--- src/rtl/suma_rtc_pkg.sv ---
// Shared types, BCD limits and load validation for the suma_rtc clock.
package suma_rtc_pkg;

   localparam int unsigned BCD_W   = 8;
   localparam int unsigned CAMPO_W = 2;

   localparam logic [BCD_W-1:0] MAX_HORA = 8'h23;
   localparam logic [BCD_W-1:0] MAX_MIN  = 8'h59;
   localparam logic [BCD_W-1:0] MAX_SEG  = 8'h59;

   // Encoding doubles as the campo_out value
   typedef enum logic [CAMPO_W-1:0] {
      CORRER    = 2'd0,
      EDIT_HORA = 2'd1,
      EDIT_MIN  = 2'd2,
      EDIT_SEG  = 2'd3
   } estado_t;

   typedef struct packed {
      logic [BCD_W-1:0] hora;
      logic [BCD_W-1:0] minuto;
      logic [BCD_W-1:0] segundo;
   } tiempo_t;

   // Both digits decimal and value not above the field limit; on valid BCD a
   // plain binary compare orders the same way as the decimal value
   function automatic logic bcd_valido(input logic [BCD_W-1:0] valor,
                                       input logic [BCD_W-1:0] maximo);
      return (valor[7:4] <= 4'd9) && (valor[3:0] <= 4'd9) && (valor <= maximo);
   endfunction

endpackage

--- src/rtl/suma_rtc_bcd_campo.sv ---
// Stateless two-digit BCD up/down step with wrap at a parameterised maximum.
module bcd_campo_mod
   import suma_rtc_pkg::*;
#(
   parameter logic [BCD_W-1:0] MAX = 8'h59
) (
   input  logic [BCD_W-1:0] valor,
   input  logic             up,
   input  logic             down,
   output logic [BCD_W-1:0] siguiente_c,
   output logic             wrap_c
);

   // Step one count; simultaneous up and down cancel to a pass-through
   always_comb begin
      siguiente_c = valor;
      wrap_c      = 1'b0;
      if (up && !down) begin
         if (valor == MAX) begin
            siguiente_c = 8'h00;
            wrap_c      = 1'b1;
         end else if (valor[3:0] == 4'd9) begin
            siguiente_c = {valor[7:4] + 4'd1, 4'd0};
         end else begin
            siguiente_c = {valor[7:4], valor[3:0] + 4'd1};
         end
      end else if (down && !up) begin
         if (valor == 8'h00) begin
            siguiente_c = MAX;
            wrap_c      = 1'b1;
         end else if (valor[3:0] == 4'd0) begin
            siguiente_c = {valor[7:4] - 4'd1, 4'd9};
         end else begin
            siguiente_c = {valor[7:4], valor[3:0] - 4'd1};
         end
      end
   end

endmodule

--- src/rtl/suma_rtc.sv ---
// BCD real-time clock: HH:MM:SS counting on a 1 Hz tick with field editing.
module suma_rtc
   import suma_rtc_pkg::*;
(
   input  logic               clk,
   input  logic               reset,
   input  logic               tick_1hz,
   input  logic               load,
   input  logic [BCD_W-1:0]   hora_in,
   input  logic [BCD_W-1:0]   minuto_in,
   input  logic [BCD_W-1:0]   segundo_in,
   input  logic               btn_sig,
   input  logic               btn_arriba,
   input  logic               btn_abajo,
   output logic [BCD_W-1:0]   hora_out,
   output logic [BCD_W-1:0]   minuto_out,
   output logic [BCD_W-1:0]   segundo_out,
   output logic [CAMPO_W-1:0] campo_out,
   output logic               acarreo_dia,
   output logic               error_carga
);

   estado_t estado, estado_sig;
   tiempo_t tiempo, tiempo_sig;
   logic    acarreo_sig, error_sig;

   logic avanza, ajuste;
   logic seg_up, seg_dn, min_up, min_dn, hora_up, hora_dn;
   logic seg_wrap, min_wrap, hora_wrap;
   logic [BCD_W-1:0] seg_nx, min_nx, hora_nx;

   // Event qualification: load and btn_sig pre-empt adjust and tick
   always_comb begin
      avanza  = (estado == CORRER) && tick_1hz && !load && !btn_sig;
      ajuste  = (estado != CORRER) && (btn_arriba ^ btn_abajo) && !load && !btn_sig;
      seg_up  = avanza || (ajuste && btn_arriba && (estado == EDIT_SEG));
      seg_dn  = ajuste && btn_abajo && (estado == EDIT_SEG);
      min_up  = (avanza && seg_wrap) || (ajuste && btn_arriba && (estado == EDIT_MIN));
      min_dn  = ajuste && btn_abajo && (estado == EDIT_MIN);
      hora_up = (avanza && seg_wrap && min_wrap) ||
                (ajuste && btn_arriba && (estado == EDIT_HORA));
      hora_dn = ajuste && btn_abajo && (estado == EDIT_HORA);
   end

   bcd_campo_mod #(.MAX(MAX_SEG)) u_seg (
      .valor       (tiempo.segundo),
      .up          (seg_up),
      .down        (seg_dn),
      .siguiente_c (seg_nx),
      .wrap_c      (seg_wrap)
   );

   bcd_campo_mod #(.MAX(MAX_MIN)) u_min (
      .valor       (tiempo.minuto),
      .up          (min_up),
      .down        (min_dn),
      .siguiente_c (min_nx),
      .wrap_c      (min_wrap)
   );

   bcd_campo_mod #(.MAX(MAX_HORA)) u_hora (
      .valor       (tiempo.hora),
      .up          (hora_up),
      .down        (hora_dn),
      .siguiente_c (hora_nx),
      .wrap_c      (hora_wrap)
   );

   // Next state, next time and pulse outputs in priority order
   always_comb begin
      estado_sig  = estado;
      tiempo_sig  = tiempo;
      acarreo_sig = 1'b0;
      error_sig   = 1'b0;
      if (load) begin
         if (bcd_valido(hora_in, MAX_HORA) && bcd_valido(minuto_in, MAX_MIN) &&
             bcd_valido(segundo_in, MAX_SEG)) begin
            tiempo_sig = '{hora: hora_in, minuto: minuto_in, segundo: segundo_in};
         end else begin
            error_sig = 1'b1;
         end
      end else if (btn_sig) begin
         unique case (estado)
            CORRER:    estado_sig = EDIT_HORA;
            EDIT_HORA: estado_sig = EDIT_MIN;
            EDIT_MIN:  estado_sig = EDIT_SEG;
            EDIT_SEG:  estado_sig = CORRER;
            default:   estado_sig = CORRER;
         endcase
      end else begin
         tiempo_sig  = '{hora: hora_nx, minuto: min_nx, segundo: seg_nx};
         acarreo_sig = avanza && seg_wrap && min_wrap && hora_wrap;
      end
   end

   // State, time and pulse registers with synchronous reset
   always_ff @(posedge clk) begin
      if (reset) begin
         estado      <= CORRER;
         tiempo      <= '0;
         acarreo_dia <= 1'b0;
         error_carga <= 1'b0;
      end else begin
         estado      <= estado_sig;
         tiempo      <= tiempo_sig;
         acarreo_dia <= acarreo_sig;
         error_carga <= error_sig;
      end
   end

   assign hora_out    = tiempo.hora;
   assign minuto_out  = tiempo.minuto;
   assign segundo_out = tiempo.segundo;
   assign campo_out   = CAMPO_W'(estado);

endmodule

--- config.mk ---
export PLATFORM = sky130hd
export DESIGN_NAME = suma_rtc
export DESIGN_NICKNAME = d
export VERILOG_FILES = /design/src/rtl/suma_rtc_pkg.sv /design/src/rtl/suma_rtc_bcd_campo.sv /design/src/rtl/suma_rtc.sv
export SDC_FILE = /design/constraint.sdc
export NUM_CORES = 1
export LEC_CHECK = 0
export ABC_CLOCK_PERIOD_IN_PS = 2810
export BUFFER_PORTS_ARGS = -buffer_cell sky130_fd_sc_hd__buf_2
export CORE_ASPECT_RATIO = 1.4
export CORE_MARGIN = 3
export CORE_UTILIZATION = 40
export DETAILED_ROUTE_END_ITERATION = 12
export SLEW_MARGIN = 10
export SYNTH_ARGS = -nofsm -noshare
export SYNTH_HDL_FRONTEND = slang
export SYNTH_SLANG_ARGS = --single-unit
--- constraint.sdc ---
create_clock -name clk -period 2.81 [get_ports clk]
set_input_delay 0.562 -clock clk [delete_from_list [all_inputs] [get_ports clk]]
set_output_delay 0.562 -clock clk [all_outputs]
set_load 0.005 [all_outputs]
==> metrics <==
status completed; Layout Cells excl Fill 512; sw frac 0.336; peak supply drop 0.174 mV; DR vias 3,000; ANT cells 0; CTS root buf clkbuf_8; Detailed Route WL 8320 µm; combinational power share 0.286; Unique masters post-synth 68; CTS tree yes; Worst Hold Path Cells 2; Detail Placement HPWL 6490 µm; Pleak 1.38 nW; Warnings, synthesis 0; layout cell share with drive strength beyond 1 0.240; antenna viol nets, final 0; core footprint 6700 µm²; CTS sink count 28; die footprint 8090 µm²; Syn Inst Count 361; Vias/cell 5.86; # rows 35; most frequent cells in the layout 58 x buf_2, 31 x nand2_1, 28 x a21oi_1, 28 x dfxtp_1, 26 x inv_1; R2R Path Start campo_out[0]; post-route clock period utilization 0.912; Peak Freq 390 MHz; synthesized netlist net count 416; Initial DRT Pass Iterations 5; Die Width 76.9 µm; Max-cap violations 0; die height 105 µm; setup_tns 0 ps; Int Power 0.628 mW; Net count, final 477; H-tree depth 1; Fill cells 691; Clock power frac 0.258; final setup fails 0; Worst EP arrival 2800 ps; Hold Crit Endpoint minuto_out[5]; syn_area_per_cell 7.79 µm²; clock buffer count from CTS 3; EDFF count, synth 0; Slew Limit Fails 0; clk_lat worst skew 290 ps; gr usage total 0.202; switching pwr 0.318 mW; crit start category flop; Setup WS pre-CTS 131 ps; commonest non-fill, non-tap cell in the layout buf_2; reg2reg end minuto_out[2]; HP Start minuto_out[5]; r2r setup slk 250 ps; Final WS setup 247 ps; CP max FO 6; initial antenna violation count 0; clk buf depth 2; ys flop type dfxtp_1; DRT iter0 DRCs 141; area grow syn2layout 16.8%; largest net degree at the start of global routing 26; GP Congestion 0.908; drt drc 0; sequential share of power 0.456; total grt overflow 0; unrepaired setup endpoints after global routing false; Worst R2R Path Depth 8; Slew @ Worst Pin 617 ps; Fin. Hold Viols 0; Worst-path clk slew 110 ps; CP required 3050 ps; # port buffers 58; DR WL/cell 16.3 µm; Synth Cell Area 2810 µm²; Tmin final 2560 ps; Power Density 288 nW/µm²; WS Path Type flop to flop; vias in the first global route 2,823; post-synthesis sequential area ratio 0.199; Rel. slew slack 0.586; clock skew 7.95 ps; Overall Power 0.945 mW; DP Cell Count 509; Ports 59; Post-synth ARST share 0; Initial Util 0.420; Setup crit end kind flop; first-pass GRT wire length 13,500 µm; synthesis-stage register bit count 28; Min-Delay Path Class flop to flop
worst max-delay path by stage:
stage                 start             to  slack, ps  cells after the start
3_3_place_gp        btn_sig  minuto_out[6]        180                      8
3_5_place_dp        btn_sig  minuto_out[6]        130                      8
4_1_cts        campo_out[0]  minuto_out[6]        130                      9
2_1_floorplan          load  minuto_out[2]        320                      8
6_report       campo_out[0]  minuto_out[2]        250                      8
5_1_grt        campo_out[1]  minuto_out[6]         60                      9
per-layer routing:
layer	GRT usage	wire [µm]	part of all wire	vias up
met2	0.372	4300	0.52	103
met3	0.0256	521	0.063	11
li1	-	-	-	1478
met5	0	0	0	-
met4	0.0583	124	0.015	0
met1	0.242	3380	0.41	1408
per-stage QoR:
step,cell area [µm²],hold WS [ps],util
2_1_floorplan,2810,497,-
3_3_place_gp,3240,522,0.483
3_5_place_dp,3240,520,0.483
4_1_cts,3280,536,0.490
5_1_grt,3290,590,0.491
6_report,3290,539,0.491
state kept, by name, summed over array words and instances, names as in the netlist:
signal,flops
acarreo_dia,1
segundo_out,8
error_carga,1
minuto_out,8
hora_out,8
campo_out,2
critical path, cell delays in order (launching register included):
cell,delay [ps]
dfxtp_1,410
inv_1,90
ha_2,240
nor4_4,430
nand3_1,260
nand2_1,280
mux4_2,520
o21ai_0,160
o21a_1,120
layout make-up:
type,instances,area (µm²),share of cell area
repair buffers,74,410,0.125
clock buffers,3,41.3,0.0126
inverters,26,97.6,0.0297
multi-input cells,289,2060,0.627
well taps,92,115,0.0350
flip-flops and latches,28,561,0.171
synthesized netlist by cell type, types with 3 or more instances:
cell	count	area [µm²]
a31oi_1	4	25.0
mux2i_1	3	30.0
or3_1	6	37.5
ha_1	24	300
buf_6	4	45.0
nor3b_1	5	37.5
inv_1	26	97.6
dfxtp_1	28	561
nor4_1	4	25.0
o22ai_1	3	18.8
o31ai_1	6	45.0
nor3_1	10	50.1
o21a_1	5	37.5
a211oi_1	9	67.6
clkbuf_1	12	45.0
a221o_1	3	30.0
nand2b_1	6	37.5
o21ai_0	20	100
or4_1	3	22.5
a311o_1	3	30.0
nand4bb_1	3	33.8
mux2_2	3	33.8
nand2_1	31	116
a21oi_1	28	140
nand3b_1	5	37.5
o221ai_1	4	35.0
xnor2_1	4	35.0
nand4_1	4	25.0
o211ai_1	4	30.0
nand3_1	19	95.1
nor2_1	24	90.1
what timing repair did:
item,4_1_cts,5_1_grt
hold buffers,0,0
endpoints found under the setup margin,0,5
buffers inserted,0,0
resized for setup,0,3
kinds of logic (layout without fill, tap and decap cells):
| family | Yosys count | count (layout) | synth area share |
|---|---|---|---|
| XOR/XNOR | 5 | 5 | 0.0156 |
| multiplexers | 8 | 8 | 0.0387 |
| adder cells (fa/ha/maj) | 24 | 24 | 0.107 |
| AO/OA/AOI/OAI | 117 | 117 | 0.301 |
| flip-flops | 28 | 28 | 0.199 |
| buffers and inverters | 44 | 103 | 0.0703 |
| AND/OR/NAND/NOR | 135 | 135 | 0.269 |
power groups by stage:
stage          registers [mW]  logic [mW]  clock network [mW]
2_1_floorplan           0.434       0.180                   0
3_5_place_dp            0.440       0.268                   0
5_1_grt                 0.435       0.298               0.266
6_report                0.431       0.270               0.243
4_1_cts                 0.431       0.270               0.250
3_3_place_gp            0.440       0.267                   0
(Power assumes the default switching activity.)
